File: src/rtl/neuron_pkg.sv
// ============================================================================
// neuron_pkg: FSM state type and sizing helpers for neuron_mac_seq.
// Rev 1.0 - initial release
// ============================================================================
`default_nettype none

package neuron_pkg;

  typedef enum logic [1:0] {
    ST_IDLE  = 2'd0,
    ST_ACCUM = 2'd1,
    ST_DONE  = 2'd2
  } state_e;

  // Accumulator width: enough headroom for bias plus N_IN weights.
  function automatic int acc_w(input int n_in, input int w);
    return w + $clog2(n_in + 1);
  endfunction

  function automatic int beats(input int n_in, input int lanes);
    return (n_in + lanes - 1) / lanes;
  endfunction

endpackage

`default_nettype wire

File: src/rtl/neuron_sat.sv
// ============================================================================
// neuron_sat: narrows the ACC_W accumulator to W bits, clamping when
// NEURON_SAT_EN is defined, two's-complement wrap otherwise.
// Rev 1.0 - initial release
// ============================================================================
`default_nettype none

module neuron_sat #(
  parameter int ACC_W = 24,
  parameter int W     = 20
) (
  input  logic [ACC_W-1:0] i_acc,
  output logic [W-1:0]     o_c,
  output logic             o_sat
);

`ifdef NEURON_SAT_EN
  localparam logic [ACC_W-1:0] C_MAX = {{(ACC_W-W+1){1'b0}}, {(W-1){1'b1}}};
  localparam logic [ACC_W-1:0] C_MIN = {{(ACC_W-W+1){1'b1}}, {(W-1){1'b0}}};

  always_comb begin
    o_c   = i_acc[W-1:0];
    o_sat = 1'b0;
    if ($signed(i_acc) > $signed(C_MAX)) begin
      o_c   = C_MAX[W-1:0];
      o_sat = 1'b1;
    end else if ($signed(i_acc) < $signed(C_MIN)) begin
      o_c   = C_MIN[W-1:0];
      o_sat = 1'b1;
    end
  end
`else
  logic unused_hi;

  assign o_c       = i_acc[W-1:0];
  assign o_sat     = 1'b0;
  assign unused_hi = ^i_acc[ACC_W-1:W];
`endif

endmodule

`default_nettype wire

File: src/rtl/neuron_mac_seq.sv
// ============================================================================
// neuron_mac_seq: sequential weighted-sum neuron, C = B + sum(X[i] ? W[i] : 0),
// LANES pixels per cycle under valid/ready. Option macro: NEURON_SAT_EN.
// Rev 1.0 - initial release
// ============================================================================
`default_nettype none

module neuron_mac_seq
  import neuron_pkg::*;
#(
  parameter int N_IN  = 9,
  parameter int W     = 20,
  parameter int LANES = 1
) (
  input  logic              clk,
  input  logic              rst_n,
  input  logic              in_valid,
  output logic              in_ready,
  input  logic [N_IN-1:0]   in_x,
  input  logic [N_IN*W-1:0] in_w,
  input  logic [W-1:0]      in_b,
  output logic              out_valid,
  input  logic              out_ready,
  output logic [W-1:0]      out_c,
  output logic              out_sat,
  output logic              busy
);

  localparam int ACC_W = acc_w(N_IN, W);
  localparam int BEATS = beats(N_IN, LANES);
  localparam int N_PAD = BEATS * LANES;
  localparam int BW    = (BEATS > 1) ? $clog2(BEATS) : 1;

  state_e            state_q, state_d;
  logic [N_IN-1:0]   x_q, x_d;
  logic [ACC_W-1:0]  acc_q, acc_d;
  logic [BW-1:0]     idx_q, idx_d;
  logic [W-1:0]      c_q, c_d;
  logic              sat_q, sat_d;
  logic              valid_q, valid_d;
  logic              busy_q, busy_d;

  logic [N_PAD*W-1:0] w_pad;
  logic [N_PAD-1:0]   x_pad;
  logic [W-1:0]       lane_w [LANES];
  logic [LANES-1:0]   lane_x;
  logic [ACC_W-1:0]   sum;
  logic [W-1:0]       sat_c;
  logic               sat_flag;
  logic               last_beat;
  logic               accept;

  // Zero padding up to BEATS*LANES masks the tail lanes of the final beat.
  always_comb begin
    w_pad             = '0;
    w_pad[N_IN*W-1:0] = in_w;
    x_pad             = '0;
    x_pad[N_IN-1:0]   = x_q;
  end

  // Per-lane beat mux followed by the masked accumulate.
  always_comb begin
    sum    = acc_q;
    lane_x = '0;
    for (int l = 0; l < LANES; l++) begin
      lane_w[l] = '0;
      for (int b = 0; b < BEATS; b++) begin
        if (idx_q == BW'(b)) begin
          lane_w[l] = w_pad[(b*LANES+l)*W +: W];
          lane_x[l] = x_pad[b*LANES+l];
        end
      end
      if (lane_x[l]) begin
        sum = sum + {{(ACC_W-W){lane_w[l][W-1]}}, lane_w[l]};
      end
    end
  end

  neuron_sat #(
    .ACC_W (ACC_W),
    .W     (W)
  ) u_sat (
    .i_acc (sum),
    .o_c   (sat_c),
    .o_sat (sat_flag)
  );

  assign in_ready  = (state_q == ST_IDLE) || ((state_q == ST_DONE) && out_ready);
  assign accept    = in_valid && in_ready;
  assign last_beat = (idx_q == BW'(BEATS - 1));

  always_comb begin
    state_d = state_q;
    x_d     = x_q;
    acc_d   = acc_q;
    idx_d   = idx_q;
    c_d     = c_q;
    sat_d   = sat_q;
    valid_d = valid_q;
    busy_d  = busy_q;
    case (state_q)
      ST_IDLE: begin
        if (accept) begin
          x_d     = in_x;
          acc_d   = {{(ACC_W-W){in_b[W-1]}}, in_b};
          idx_d   = '0;
          state_d = ST_ACCUM;
          busy_d  = 1'b1;
        end
      end
      ST_ACCUM: begin
        acc_d = sum;
        idx_d = idx_q + BW'(1);
        if (last_beat) begin
          c_d     = sat_c;
          sat_d   = sat_flag;
          valid_d = 1'b1;
          idx_d   = '0;
          state_d = ST_DONE;
        end
      end
      ST_DONE: begin
        if (out_ready) begin
          valid_d = 1'b0;
          // A waiting frame is taken on the same edge the result pops.
          if (in_valid) begin
            x_d     = in_x;
            acc_d   = {{(ACC_W-W){in_b[W-1]}}, in_b};
            idx_d   = '0;
            state_d = ST_ACCUM;
          end else begin
            state_d = ST_IDLE;
            busy_d  = 1'b0;
          end
        end
      end
      default: begin
        state_d = ST_IDLE;
        valid_d = 1'b0;
        busy_d  = 1'b0;
      end
    endcase
  end

  always_ff @(posedge clk) begin
    if (!rst_n) begin
      state_q <= ST_IDLE;
      x_q     <= '0;
      acc_q   <= '0;
      idx_q   <= '0;
      c_q     <= '0;
      sat_q   <= 1'b0;
      valid_q <= 1'b0;
      busy_q  <= 1'b0;
    end else begin
      state_q <= state_d;
      x_q     <= x_d;
      acc_q   <= acc_d;
      idx_q   <= idx_d;
      c_q     <= c_d;
      sat_q   <= sat_d;
      valid_q <= valid_d;
      busy_q  <= busy_d;
    end
  end

  assign out_valid = valid_q;
  assign out_c     = c_q;
  assign out_sat   = sat_q;
  assign busy      = busy_q;

endmodule

`default_nettype wire

File: config.mk
export PLATFORM = sky130hd
export DESIGN_NAME = neuron_mac_seq
export DESIGN_NICKNAME = d
export VERILOG_FILES = /design/src/rtl/neuron_pkg.sv /design/src/rtl/neuron_sat.sv /design/src/rtl/neuron_mac_seq.sv
export SDC_FILE = /design/constraint.sdc
export NUM_CORES = 1
export LEC_CHECK = 0
export BUFFER_PORTS_ARGS = -buffer_cell sky130_fd_sc_hd__clkbuf_2
export CORE_ASPECT_RATIO = 1.4
export CORE_MARGIN = 2
export CORE_UTILIZATION = 45
export CTS_CLUSTER_SIZE = 40
export DETAILED_ROUTE_END_ITERATION = 12
export PLACE_DENSITY = 0.83
export SLEW_MARGIN = 20
export SYNTH_ARGS = -nofsm -noshare
export SYNTH_HDL_FRONTEND = slang
export SYNTH_HIERARCHICAL = 1
export SYNTH_SLANG_ARGS = --single-unit
File: constraint.sdc
create_clock -name clk -period 5.83 [get_ports clk]
set_input_delay 1.166 -clock clk [delete_from_list [all_inputs] [get_ports clk]]
set_output_delay 1.166 -clock clk [all_outputs]
set_load 0.005 [all_outputs]
==> results.md, run 1 <==
* Status: completed
* Clock Latency Late Sink at 330 ps
* Worst endpoint required time at between 6000 and 7000 ps
* Core area at 10870 µm²
* Critical R2R Capture: out_c[19]
* Vias in the first global route at 5769
* Max_slew headroom at roughly two fifths
* Mean Syn Cell Area at ~7.0 µm²
* I/O pins at 237
* NumNets Final at ~1100
* CTS tree: built
* Die span in y at 129.3 µm
* Crit-path leading delay family: compound AO/OA/AOI/OAI gates
* CTS resizes at 0
* Crit path launch type: flop
* Post-CTS Setup Bufs at 0
* WHS Endpoint: out_sat
* Slew Limit Fails at 0
* Clock power share at between 30 and 40%
* CTS Hold Buffers Added at 0
* CTS max path bufs at 2
* Initial cell density of the core at 46.42%
* Peak fanout along the critical path at 12
* Post-route ant nets at 0
* Final wirelength at 18.91 mm
* # rows at 45
* Setup_tns at 0 ps
* Total track usage at just over 30%
* Min cycle time layout at just under 5000 ps
* Combinational share of power at approximately a third
* Chip Width at 93.49 µm
* Detail Placement HPWL at approximately 15 mm
* Slowest cell on crit path: nor4b_4
* Critical path's most frequent cell: a21oi_1
* Share of layout cells above drive strength 1 at between 30% and 40%
* Clk sinks at between 50 and 60
* Largest net degree at the start of global routing at 41
* Number of remaining DRC errors at 0
* Clock transition at path regs at roughly 50 ps
* Die ar. at 12090 µm²
* WP buf/inv at 2
* Setup crit end kind: flop
* Vias/cell at around 5.7
* Hold Violations, Final at 0
* Seq pwr share at just under 30%
* GRT met3 Usage at between 10% and 20%
* Net Sw Power at approximately 0.00047 W
* Switching part of the total power at a little under a third
* Met2 Track Usage GR at between 50 and 60%
* Kind of critical path: flop to flop
* Reg2reg setup slack at approximately 940 ps
* # port buffers at between 200 and 250
* Worst Min Path Start: out_sat
* Placer Congestion at ~1
* Via Count at 6049
* VDD IR-drop max at 0.0001495 V
* Hold depth at 2
* Mapped Cells at just over 700
* Mapped Nets at between 900 and 1000
* GR Layer Usage met1 at 32.12%
* R2r worst-path depth at 21
* Max-Cap Viols at 0
* CP peak stage delay at 560 ps
* Reg2reg start: idx_q[1]
* WHS at 450.8 ps
* Pleak at ~3.1 nW
* CTS H-tree depth at 3
* Final period utilization at a little over four fifths
* HP Class: flop to flop
* Total chip power at 0.001504 W
* Top Usage Layer GRT: met2
* Inserted Clock Buffers at 9
* Root buffer cell: clkbuf_16
* Final setup fails at 0
* Area growth syn-to-layout at 27.70%
* Wire length of the first global-routing pass at 28.37 mm
* Antenna violations before repair at 13
* GRT overflow at 0
* Fin util at 59.29%
* F_max at between 200 and 250 MHz
* RSZ-0062 raised after global routing: false
* Pre-antenna DRT Iters at 5
* Internal power at around 0.001 W
* Cells along the critical path: inv_1 > ha_1 > nor4b_4 > buf_4 > a22oi_1 > o211ai_1 > o21ai_0 > a311oi_1 > a21oi_1 > a21oi_1 > a21o_1 > ha_1 > and3_1 > a221oi_1 > a21bo_2 > a22o_1 > o21ai_0 > a21boi_0 > o31ai_1 > nand2_1 > a21oi_1
* Clock skew at between 8 and 9 ps
* Worst slew pin tran at around 920 ps
* Routed wire per std cell at between 15 and 20 µm
* Iteration-0 DRC count of the detailed router at 372
* CP Data Arrival Time at approximately 5100 ps
* Post-Syn Area at about 5000 µm²
* Power density cells at 233.4 nW/µm²
* Synth Warn # at 6
-- tightest hold or removal path, stage by stage, from the launching register on --
cell and delay [ps]:
dfxtp_1 300, nand2_1 50, a21oi_1 50
-- power by group through the flow --
stage | clock (W) | sequential, W | combinational (W)
detailed placement | 0 | 0.000442 | 0.000512
CTS | 0.000552 | 0.000435 | 0.000516
global placement | 0 | 0.000442 | 0.000509
global route | 0.000568 | 0.000437 | 0.000572
floorplan | 0 | 0.000437 | 0.000378
finish | 0.000545 | 0.000435 | 0.000523
-- worst max path at each step --
| stage | from | to | slack [ps] | depth (start not counted) |
|---|---|---|---|---|
| 6_report | idx_q[1] | out_c[19] | 940 | 21 |
| 5_1_grt | idx_q[1] | out_c[19] | 610 | 21 |
| 3_3_place_gp | idx_q[1] | out_c[19] | 1210 | 21 |
| 3_5_place_dp | idx_q[1] | out_c[19] | 1060 | 21 |
| 2_1_floorplan | idx_q[0] | out_c[17] | 1330 | 23 |
| 4_1_cts | idx_q[1] | out_c[19] | 1040 | 21 |
-- per-layer routing --
metal,wire length (µm),vias up
li1,-,2961
met1,6815,2720
met2,8986,291
met3,2130,69
met4,918,8
met5,58,-
-- stage by stage --
stage               std cells  setup slack, ps  area [µm²]
finish                   1058            941.6        6442
global placement         1034             1214        6116
detailed placement       1034             1063        6116
floorplan                 723             1332        5045
global route             1052            612.6        6427
CTS                      1049             1045        6417
-- state kept, by name, summed over array words and instances (netlist names) --
register   cells
acc_q         20
x_pad          9
out_valid      1
out_c         20
state_q        2
busy           1
out_sat        1
idx_q          4
-- cell type report --
type	instances	area, µm²
Clock buffer	12	236.5
Inverter	8	30.03
Fill cell	1078	4424
Timing Repair Buffer	247	1264
Sequential cell	58	1161
Tap cell	141	176.4
Antenna cell	9	22.52
Multi-Input combinational cell	580	3487
Clock inverter	3	65.06
-- placed cells by master (no fill, tap or decap), drive strengths merged, types with 5 or more instances in the layout --
| cell | n |
|---|---|
| diode | 9 |
| a21oi | 106 |
| nand2 | 137 |
| a21o | 28 |
| o21ai | 40 |
| a22oi | 36 |
| o21a | 5 |
| xor2 | 7 |
| xnor2 | 9 |
| ha | 26 |
| o211ai | 21 |
| o21bai | 5 |
| and3 | 7 |
| buf | 11 |
| a311oi | 19 |
| mux2 | 9 |
| dfxtp | 58 |
| nor2 | 59 |
| clkbuf | 248 |
| inv | 8 |
| nor3 | 7 |
Power figures use the tool's default switching activity.
==> run 2, diff against run 1 <==
==> constraint.sdc (replaced) <==
create_clock -name clk -period 4.6 [get_ports clk]
set_input_delay 0.92 -clock clk [delete_from_list [all_inputs] [get_ports clk]]
set_output_delay 0.92 -clock clk [all_outputs]
set_load 0.005 [all_outputs]
==> run 2 against run 1 <==
Net effect:
- total power is 31% higher
- setup slack worse by 710 ps
- wire length is 1.1% higher
- clock skew is 0.83 ps lower
- sequential power is 27% higher
- fmax is 12% higher
- utilization is 2.6 points higher
- critical endpoint is now out_c[17]
==> results.md, run 2 (synthesis results as in run 1) <==
* Status: completed
* CTS max path bufs at 2
* Final wirelength at 19.11 mm
* Clock skew at 7.369 ps
* Min cycle time layout at around 4400 ps
* Clk sinks at 58
* Iteration-0 DRC count of the detailed router at 413
* Commonest non-fill, non-tap cells in the layout: 236 x clkbuf_2, 137 x nand2_1, 105 x a21oi_1
* Vias/cell at a little under 6
* Slew Limit Fails at 0
* Crit-path leading delay family: compound AO/OA/AOI/OAI gates
* Critical path's most frequent cell: a21o_1
* Inserted Clock Buffers at 9
* NumNets Final at between 1000 and 1500
* Hold depth at 2
* Detail Placement HPWL at approximately 15 mm
* Clock Latency Late Sink at 330 ps
* Cells along the critical path: inv_1 > ha_2 > nor4b_4 > buf_4 > a22oi_1 > o211ai_1 > o21ai_1 > a311oi_1 > a21oi_1 > a21oi_2 > a21o_1 > ha_1 > a21o_1 > a221oi_2 > a21bo_2 > a31o_2 > a21o_1 > a21o_1 > a31oi_2 > o21ai_0 > nand2_1 > a21oi_1
* HP Class: flop to flop
* WHS Endpoint: out_sat
* Worst Min Path Start: out_sat
* # port buffers at approximately 240
* Max-Cap Viols at 0
* Post-route ant nets at 0
* Reg2reg start: idx_q[1]
* Setup crit end kind: flop
* Kind of critical path: flop to flop
* Peak fanout along the critical path at 5
* CP peak stage delay at approximately 360 ps
* Chip Width at slightly above 90 µm
* Vias in the first global route at a little under 6000
* Critical R2R Capture: out_c[17]
* Setup_tns at 0 ps
* Worst endpoint required time at approximately 4800 ps
* Most common cell after layout, fill and taps aside: clkbuf_2
* Initial cell density of the core at between 40% and 50%
* Pleak at between 3 and 4 nW
* Via Count at 6295
* Total chip power at approximately 0.0020 W
* Share of layout cells above drive strength 1 at about 33%
* F_max at about 230 MHz
* Number of remaining DRC errors at 0
* Area growth syn-to-layout at 33.33%
* Core area at around 11000 µm²
* Root buffer cell: clkbuf_16
* Fillers at 1025
* Routed wire per std cell at 17.71 µm
* Fin util at about three fifths
* Final period utilization at between 90% and 100%
* WP buf/inv at 2
* Die span in y at around 130 µm
* CTS tree: built
* Register area at 1167 µm²
* Final setup fails at 0
* Pre-antenna DRT Iters at 5
* R2r worst-path depth at 22
* # rows at 45
* Final WS setup at approximately 230 ps
* CP Data Arrival Time at 4580 ps
* Reg2reg setup slack at approximately 230 ps
* CTS Hold Buffers Added at 0
* Wire length of the first global-routing pass at ~28 mm
* Area of the multi-input gates at 3551 µm²
* Total track usage at a little under a third
* Hold Violations, Final at 0
* Clock transition at path regs at 50 ps
* Slowest cell on crit path: dfxtp_4
* Power density cells at between 200 and 300 nW/µm²
* Max_slew headroom at between 40% and 50%
* CTS H-tree depth at 3
* I/O pins at 237
* Die ar. at around 12000 µm²
* Crit path launch type: flop
* Antenna violations before repair at 13
* Pre-CTS setup slack at -5.820 ps
* GRT overflow at 0
* Largest net degree at the start of global routing at 35
* VDD IR-drop max at ~0.00026 V
* Placer Congestion at approximately 0.96
* Worst slew pin tran at a little over 800 ps
run 2: cell count changes in the layout (fill, tap and decap cells not counted), sizes merged:
| cell | previous run | this run |
|---|---|---|
| diode | 9 | 8 |
| clkinvlp | 0 | 1 |
| clkbuf | 248 | 247 |
| clkinv | 1 | 2 |
| buf | 11 | 32 |
run 2: cell type report:
type                       count  area share, %
antenna                        8         0.2976
clock buffer                  11          3.609
clock inverter                 5          1.153
inverter                       8         0.4464
multi-input combinational    580          52.79
sequential                    58          17.35
tap                          141          2.623
timing repair buffer         268          21.73
run 2: timing repair:
action,4_1_cts,5_1_grt
pin swaps,0,12
buffers inserted,0,7
endpoints found under the setup margin,1,20
gates resized for setup,1,24
run 2: worst max-delay path by stage:
stage             start  cells past startpoint   endpoint
5_1_grt        idx_q[0]                     23  out_c[17]
4_1_cts        idx_q[1]                     22  out_c[17]
3_3_place_gp   idx_q[0]                     21  out_c[17]
3_5_place_dp   idx_q[0]                     21  out_c[17]
6_report       idx_q[1]                     22  out_c[17]
2_1_floorplan  idx_q[0]                     23  out_c[17]
run 2: power by group:
part	internal (W)	leakage, nW	switching, W
combinational	0.000338	2.57	0.000362
clock	0.000486	0.156	0.000233
sequential	0.000528	0.475	0.0000237
run 2: layer usage:
layer	share of wire, %	global-route usage (%)	vias up	routed length [µm]
met3	11	11.74	76	2174
met2	48	52.26	329	9143
met4	5.3	17.56	8	1013
li1	-	-	3012	-
met5	0.27	0	-	51
met1	35	31.38	2870	6727
run 2: worst min-delay path: stages, from the launching register on:
cell,delay (ps)
dfxtp_1,300
nand2_1,50
a21oi_1,50
run 2: per-stage QoR:
stage	area (µm²)	cells	hold WS, ps
detailed placement	6246	1048	447.6
global route	6714	1074	469.9
CTS	6573	1064	456.4
finish	6726	1079	455.2
global placement	6246	1048	444.0
floorplan	5045	723	436.1
